## config.mk

```make
export PLATFORM = sky130hd
export DESIGN_NAME = fir_mac_alu_flat
export DESIGN_NICKNAME = d
export VERILOG_FILES = /design/src/rtl/fir_mac_pkg.sv /design/src/rtl/fir_mac_alu_if.sv /design/src/rtl/fir_mac_mult_stage.sv /design/src/rtl/fir_mac_alu.sv /design/src/flat_wrapper.sv
export SDC_FILE = /design/constraint.sdc
export NUM_CORES = 1
export LEC_CHECK = 0
export ABC_CLOCK_PERIOD_IN_PS = 3500
export BUFFER_PORTS_ARGS = -buffer_cell sky130_fd_sc_hd__clkbuf_2
export CORE_UTILIZATION = 45
export DETAILED_ROUTE_END_ITERATION = 7
export RECOVER_POWER = 50
export SYNTH_ARGS = -nofsm -noshare
export SYNTH_HDL_FRONTEND = slang
export SYNTH_HIERARCHICAL = 1
export SYNTH_SLANG_ARGS = --single-unit
export TNS_END_PERCENT = 100
```

## constraint.sdc

```tcl
create_clock -name clk -period 3.5 [get_ports clk]
set_input_delay 0.175 -clock clk [delete_from_list [all_inputs] [get_ports clk]]
set_output_delay 0.175 -clock clk [all_outputs]
set_load 0.02 [all_outputs]
```

## src/rtl/fir_mac_pkg.sv

```systemverilog
// rtl/fir_mac_pkg.sv - constants, types and Q15 scale/saturate helper for the FIR MAC slice
package fir_mac_pkg;

  localparam int DATA_W    = 16;
  localparam int ACC_W     = 32;
  localparam int FRAC_BITS = 15;
  localparam int Q_TOP     = FRAC_BITS + DATA_W - 1;

  typedef logic signed [DATA_W-1:0] sample_t;
  typedef logic signed [ACC_W-1:0]  acc_t;

  // Bits above the Q field must all match the sign bit, otherwise clamp to full scale.
  function automatic sample_t sat_q15(input acc_t v);
    if (v[ACC_W-1:Q_TOP] != {(ACC_W-Q_TOP){v[ACC_W-1]}})
      return v[ACC_W-1] ? {1'b1, {(DATA_W-1){1'b0}}} : {1'b0, {(DATA_W-1){1'b1}}};
    return v[Q_TOP:FRAC_BITS];
  endfunction

endpackage

```

## src/rtl/fir_mac_alu_if.sv

```systemverilog
// rtl/fir_mac_alu_if.sv - operand and result bundle between FIR control and the MAC slice
interface fir_mac_alu_if;
  import fir_mac_pkg::*;

  sample_t a;
  sample_t b;
  acc_t    acc_in;
  acc_t    mult_result;
  sample_t mult_result_16;
  acc_t    acc_out;
  sample_t acc_out_16;

  modport master (
    output a, b, acc_in,
    input  mult_result, mult_result_16, acc_out, acc_out_16
  );

  modport slave (
    input  a, b, acc_in,
    output mult_result, mult_result_16, acc_out, acc_out_16
  );
endinterface

```

## src/rtl/fir_mac_mult_stage.sv

```systemverilog
// rtl/fir_mac_mult_stage.sv - registered signed multiply with Q15 output
module fir_mac_mult_stage
  import fir_mac_pkg::*;
(
  input  logic    clk,
  input  logic    rst,
  input  sample_t a,
  input  sample_t b,
  output acc_t    mult_result,
  output sample_t mult_result_16
);

  acc_t product;

  // Operands widened first so the full product lands in ACC_W bits.
  assign product = acc_t'(a) * acc_t'(b);

  always_ff @(posedge clk or posedge rst) begin
    if (rst) begin
      mult_result    <= '0;
      mult_result_16 <= '0;
    end else begin
      mult_result    <= product;
      mult_result_16 <= sat_q15(product);
    end
  end

endmodule

```

## src/rtl/fir_mac_alu.sv

```systemverilog
// rtl/fir_mac_alu.sv - two-stage multiply-accumulate slice of the FIR core
module fir_mac_alu
  import fir_mac_pkg::*;
(
  input  logic         clk,
  input  logic         rst,
  fir_mac_alu_if.slave bus
);

  acc_t    mult_q;
  sample_t mult_q16;
  acc_t    acc_q;
  sample_t acc_q16;
  acc_t    acc_sum;

  fir_mac_mult_stage u_mult (
    .clk            (clk),
    .rst            (rst),
    .a              (bus.a),
    .b              (bus.b),
    .mult_result    (mult_q),
    .mult_result_16 (mult_q16)
  );

  // Wraps modulo 2^ACC_W; only the Q15 output saturates.
  assign acc_sum = bus.acc_in + mult_q;

  always_ff @(posedge clk or posedge rst) begin
    if (rst) begin
      acc_q   <= '0;
      acc_q16 <= '0;
    end else begin
      acc_q   <= acc_sum;
      acc_q16 <= sat_q15(acc_sum);
    end
  end

  assign bus.mult_result    = mult_q;
  assign bus.mult_result_16 = mult_q16;
  assign bus.acc_out        = acc_q;
  assign bus.acc_out_16     = acc_q16;

endmodule

```

## src/flat_wrapper.sv

```systemverilog
// flat-port wrapper written by rule: the top's interface ports become plain ports
module fir_mac_alu_flat import fir_mac_pkg::*;
  (clk, rst, bus_a, bus_b, bus_acc_in, bus_mult_result, bus_mult_result_16, bus_acc_out, bus_acc_out_16);
  fir_mac_alu_if bus_i ();
  input  logic clk;
  input  logic rst;
  input wire logic [$bits(bus_i.a)-1:0] bus_a;
  input wire logic [$bits(bus_i.b)-1:0] bus_b;
  input wire logic [$bits(bus_i.acc_in)-1:0] bus_acc_in;
  output wire logic [$bits(bus_i.mult_result)-1:0] bus_mult_result;
  output wire logic [$bits(bus_i.mult_result_16)-1:0] bus_mult_result_16;
  output wire logic [$bits(bus_i.acc_out)-1:0] bus_acc_out;
  output wire logic [$bits(bus_i.acc_out_16)-1:0] bus_acc_out_16;
  assign bus_i.a = bus_a;
  assign bus_i.b = bus_b;
  assign bus_i.acc_in = bus_acc_in;
  assign bus_mult_result = bus_i.mult_result;
  assign bus_mult_result_16 = bus_i.mult_result_16;
  assign bus_acc_out = bus_i.acc_out;
  assign bus_acc_out_16 = bus_i.acc_out_16;
  fir_mac_alu u_core (.clk(clk), .rst(rst), .bus(bus_i));
endmodule
```

==> qor.csv, run 1 <==
metric,value,unit
run status,finished with violations,
failing checks,"max-capacitance violations, max-slew violations, negative setup slack",
DR vias,11000,
via-per-instance ratio,4.89,
FF-to-FF Start,u_core/u_mult/mult_result[0],
Die Footprint,0.0330,sq mm
CTS tree,done,
"most common cell after layout, fill and taps aside",inv_1,
count of cell types in the netlist,71,
number of DRC markers in iteration 0,524,
reg2reg path depth,10,
Mapped Cells,1505,
# setup viols final,41,
Ys Warns,6,
CTS sink count,96,
Rel. slew slack,-15.3,%
CP max FO,14,
clk buf depth,2,
WHS,0.0675,ns
I/O pin cnt,162,
antenna violations before repair,0,
routed len/inst,15.4,um
Initial Util,46.0,%
Worst-Skew Late Latency,0.35,ns
worst hold path cell count,2,
share of cells above drive strength 1,30.1,%
gpl congestion,0.907,
Worst-path clk slew,0.06,ns
Critical Path Start Type,input port,
vias in the first global route,12000,
most frequent cells in the layout,"inv_1 (314), fa_1 (246), buf_4 (167)",
max frequency,172,MHz
Synth-to-Final Area Change,28.9,%
final hold vios,0,
CORE AREA,0.0316,sq mm
largest net degree at the start of global routing,49,
Diodes inserted,0,
Die X,182,um
PnR worst setup slack,-2.31,ns
FP Rows,65,
die height,182,um
first-pass GRT wire length,58800,um
CP Data Required Time,3.74,ns
async set-reset flop share out of synthesis,100,%
Filler Cell Count,2793,
mapped cell area,0.0145,sq mm
Buffers on Ports,161,
DRC,0,
Synth Register Bits,96,
Max Clock Skew,0.00965,ns
Worst Setup SP,bus_b[7],
RSZ-0062 raised after global routing,yes,
"Avg Cell Area, Syn",9.66,sq um
hpwl dp,30200,um
min cycle time layout,5.81,ns
Hold Crit Class,input port to flop,
Max Cap Viol,2,
Max Slew Vio Count,98,
crit path DAT,6.05,ns
min-delay src,bus_acc_in[0],
CP Capture Type,flop,
worst slew pin tran,1.73,ns
final wirelength,34500,um
GRT Total Usage,22.2,%
clk root buf,clkbuf_16,
Initial DRT Pass Iterations,5,
DRT antenna net count,0,
syn_nets,1949,
Post-synth EDFFs,0,
"Seq/Total Area, Yosys",16.5,%
total CTS buffers,9,
fin nets,2279,
# H-tree levels,3,
fin crit share,166,%
Overflow after GRT,0,
Main synth FF type,dfrtp_1,
critical path class,input port to flop,
[layout make-up]
cell class	count	area [sq um]	area share, %
well taps	402	503	2.68
repair buffers	368	2820	15.0
clock buffers	11	253	1.35
multi-input cells	1023	11400	61.0
inverters	337	1260	6.75
clock inverters	5	61.3	0.327
flip-flops and latches	96	2400	12.8
[cell families after synthesis]
family          synth area share (%)
compound gates                  9.03
xor+xnor                        3.91
fa+ha+maj                       47.2
buf+inv                         10.2
flops                           16.5
simple gates                    13.2
[routing by layer]
metal	up-vias	share of wire (%)	global-route usage, %	wire length (um)
li1	5265	-	-	-
met1	5410	46	29.6	15800
met5	-	0	0	0
met3	38	3.7	1.87	1280
met4	0	1.2	4.44	405
met2	251	49	39.5	17000
[final timing paths]
check,slack (ns),end
worst max-delay path,-2.31,u_core/u_mult/mult_result_16[6]
worst min-delay path,0.07,u_core/bus.acc_out[0]
worst max register to register,0.42,u_core/bus.acc_out_16[8]
worst min register to register,0.51,u_core/bus.acc_out[0]
max in group asynchronous,2.12,u_core/u_mult/mult_result_16[8]
min in group asynchronous,0.33,u_core/bus.acc_out[0]
[worst max-delay path, stage by stage]
cell,delay [ns]
clkbuf_8,0.14
buf_4,0.15
and2_1,0.15
fa_1,0.54
inv_1,0.05
fa_1,0.50
fa_1,0.60
fa_1,0.44
fa_1,0.46
fa_1,0.49
inv_1,0.06
ha_4,0.23
and4_4,0.20
buf_4,0.13
buf_4,0.13
o21ai_2,0.17
a211oi_4,0.08
or4_4,0.43
and3_4,0.20
ha_4,0.31
a31oi_4,0.05
buf_12,0.15
a31o_2,0.20
[sequential cells by signal, summed over array words and instances, names as in the netlist]
| name | cells |
|---|---|
| u_core/bus.acc_out_16 | 16 |
| u_core/bus.acc_out | 32 |
| u_core/u_mult/mult_result_16 | 16 |
| u_core/u_mult/mult_result | 32 |
[Yosys cell counts (all sizes together), types with 9 or more instances]
cell type / count / share of area [%]
a21o: 34 / 1.8
a21oi: 56 / 2.1
and2: 123 / 5.3
clkbuf: 42 / 1.1
dfrtp: 96 / 17
fa: 263 / 36
ha: 115 / 9.9
inv: 337 / 8.7
maj3: 15 / 1.1
nand2: 153 / 3.9
nand2b: 11 / 0.47
nand3: 11 / 0.38
nand4: 9 / 0.39
nor2: 38 / 0.98
nor3: 11 / 0.41
o21ai: 32 / 1.2
xnor2: 47 / 2.9
xor2: 17 / 1.0
[through the flow]
| step | utilization (%) | worst slack (ns) | std cells | setup TNS (ns) | area [sq um] |
|---|---|---|---|---|---|
| 6_report | 59.2 | -2.31 | 2242 | -68.77 | 18700 |
| 5_1_grt | 59.2 | -2.47 | 2242 | -75.67 | 18700 |
| 4_1_cts | 58.7 | -2.28 | 2236 | -68.70 | 18600 |
| 3_5_place_dp | 54.8 | -2.93 | 2206 | -93.14 | 17300 |
| 3_3_place_gp | 54.8 | -2.85 | 2206 | -90.99 | 17300 |
| 2_1_floorplan | - | -2.63 | 1505 | -71.25 | 15100 |
[repair_timing]
action	CTS	global route
pin swaps	53	20
gates cloned	2	0
hold buffers	0	0
buffers inserted	15	8
endpoints found under the setup margin	41	41
gates resized for setup	168	50
Power of run 1 is left out: the tool's default activity adds up to more than one toggle a clock period on the data nets, which glitch-free logic cannot reach.
==> run 2: changes to the inputs <==
--- a/config.mk
+++ b/config.mk
@@ -10,6 +10,7 @@
 export CORE_UTILIZATION = 45
 export DETAILED_ROUTE_END_ITERATION = 7
 export RECOVER_POWER = 50
+export SKIP_CTS_REPAIR_TIMING = 1
 export SYNTH_ARGS = -nofsm -noshare
 export SYNTH_HDL_FRONTEND = slang
 export SYNTH_HIERARCHICAL = 1
==> qor.csv, run 2 (synthesis results as in run 1) <==
metric,value,unit,change
via-per-instance ratio,4.90,,was 4.89
highest metal used,met4,,unchanged
total CTS buffers,9,,unchanged
CTS tree,done,,unchanged
CP Data Required Time,3.79,ns,was 3.74 ns
Synth-to-Final Area Change,28.9,%,about the same
# setup viols final,41,,unchanged
RSZ-0062 raised after global routing,yes,,unchanged
PnR worst setup slack,-2.37,ns,was -2.31 ns
Multi-input gate area,0.0115,sq mm,was 0.0114 sq mm
clk root buf,clkbuf_16,,unchanged
register area,0.00240,sq mm,unchanged
critical path class,input port to flop,,unchanged
CP Capture Type,flop,,unchanged
hpwl dp,30200,um,unchanged
max frequency,170,MHz,was 172 MHz
crit path DAT,6.16,ns,was 6.05 ns
DRC,0,,unchanged
I/O pin cnt,162,,unchanged
share of cells above drive strength 1,30.7,%,was 30.1%
met3 routed WL,1360,um,was 1280 um
final wirelength,34700,um,was 34500 um
fin area,0.0187,sq mm,about the same
"most common cell after layout, fill and taps aside",inv_1,,unchanged
failing checks,"max-capacitance violations, max-slew violations, negative setup slack",,unchanged
Die X,182,um,unchanged
Worst Setup SP,bus_b[6],,was bus_b[7]
Diodes inserted,0,,unchanged
number of DRC markers in iteration 0,477,,was 524
Initial DRT Pass Iterations,6,,was 5
min cycle time layout,5.87,ns,was 5.81 ns
DR WL met2,17200,um,was 17000 um
Worst-path clk slew,0.07,ns,was 0.06 ns
reg2reg path depth,10,,unchanged
vias in the first global route,11700,,was 12000
DRT antenna net count,0,,unchanged
worst hold path cell count,2,,unchanged
Critical Path Start Type,input port,,unchanged
GRT Total Usage,21.6,%,was 22.2%
Hold Crit Class,input port to flop,,unchanged
R2R setup slack,0.42,ns,about the same
CTS sink count,96,,unchanged
antenna violations before repair,0,,unchanged
CORE AREA,0.0316,sq mm,unchanged
Worst-Skew Late Latency,0.35,ns,about the same
clk buf depth,2,,unchanged
worst slew pin tran,1.74,ns,was 1.73 ns
run status,finished with violations,,unchanged
gpl congestion,0.907,,unchanged
routed len/inst,15.5,um,was 15.4 um
Buffers on Ports,161,,unchanged
largest net degree at the start of global routing,49,,unchanged
FF-to-FF Start,u_core/u_mult/mult_result[0],,unchanged
r2r endpoint,u_core/bus.acc_out_16[8],,unchanged
# H-tree levels,3,,unchanged
first-pass GRT wire length,57400,um,was 58800 um
most frequent cells in the layout,"inv_1 (312), fa_1 (245), buf_4 (165)",,"was inv_1 (314), fa_1 (246), buf_4 (167)"
Max Cap Viol,2,,unchanged
Rel. slew slack,-15.7,%,was -15.3%
DR vias,11000,,about the same
Overflow after GRT,0,,unchanged
die height,182,um,unchanged
Max Slew Vio Count,98,,unchanged
final hold vios,0,,unchanged
DP Area,0.0173,sq mm,unchanged
M1 WL,15800,um,about the same
Max Clock Skew,0.00970,ns,was 0.00965 ns
Initial Util,46.0,%,unchanged
CP max FO,11,,was 14
Filler Cell Count,2812,,was 2793
crit path capture,u_core/u_mult/mult_result_16[5],,was u_core/u_mult/mult_result_16[6]
FP Rows,65,,unchanged
fin nets,2280,,was 2279
Die Footprint,0.0330,sq mm,unchanged
fin crit share,168,%,was 166%
[run 2: cell types whose count changed in the layout (fill, tap and decap cells not counted), moves of 4 or more]
cell | before | now
clkbuf_8 | 17 | 2
clkbuf_16 | 16 | 11
and2_1 | 102 | 97
buf_12 | 4 | 8
buf_6 | 33 | 51
and2_4 | 21 | 26
[run 2: how the worst min path moves through the flow]
| stage | startpoint | to | slack, ns |
|---|---|---|---|
| global route | bus_acc_in[0] | u_core/bus.acc_out[0] | 0.06 |
| floorplan | bus_a[0] | u_core/u_mult/mult_result[0] | 0.30 |
| global placement | bus_acc_in[0] | u_core/bus.acc_out[0] | 0.40 |
| CTS | rst | u_core/bus.acc_out[0] | 0.05 |
| finish | bus_acc_in[0] | u_core/bus.acc_out[0] | 0.07 |
| detailed placement | rst | u_core/bus.acc_out[0] | 0.42 |
[run 2: metrics by stage]
step | setup slack, ns | util (%) | std cells | hold slack (ns) | setup TNS, ns
CTS | -2.56 | 55.8 | 2222 | 0.0507 | -77.78
global route | -2.52 | 59.3 | 2243 | 0.0559 | -77.13
detailed placement | -2.93 | 54.8 | 2206 | 0.420 | -93.14
floorplan | -2.63 | - | 1505 | 0.304 | -71.25
global placement | -2.85 | 54.8 | 2206 | 0.403 | -90.99
finish | -2.37 | 59.3 | 2243 | 0.0668 | -71.07
[run 2: per-layer routing]
metal	GRT usage (%)	up-vias
li1	-	5258
met1	29.2	5444
met2	38.0	257
met3	2.19	30
met4	3.97	0
met5	0	-
[run 2: worst max-delay path: stages]
cell and delay [ns]:
buf_6 0.12, buf_4 0.14, buf_4 0.15, and2_4 0.15
fa_2 0.53, inv_2 0.04, fa_2 0.53, inv_2 0.04
fa_2 0.46, ha_4 0.28, inv_2 0.03, fa_1 0.45
fa_1 0.51, inv_2 0.04, ha_4 0.21, a211o_1 0.25
o31a_1 0.30, o21ai_4 0.22, a211oi_4 0.11, or4_4 0.43
and3_4 0.20, ha_4 0.26, a31oi_4 0.25, clkbuf_16 0.20
a21o_1 0.08
[run 2: layout make-up]
type	instances	share of cell area, %
clock buffers	11	1.35
clock inverters	5	0.327
inverters	337	6.75
multi-input cells	1023	61.3
flip-flops and latches	96	12.8
well taps	402	2.68
repair buffers	369	14.8
Power of run 2 is left out for the same reason.
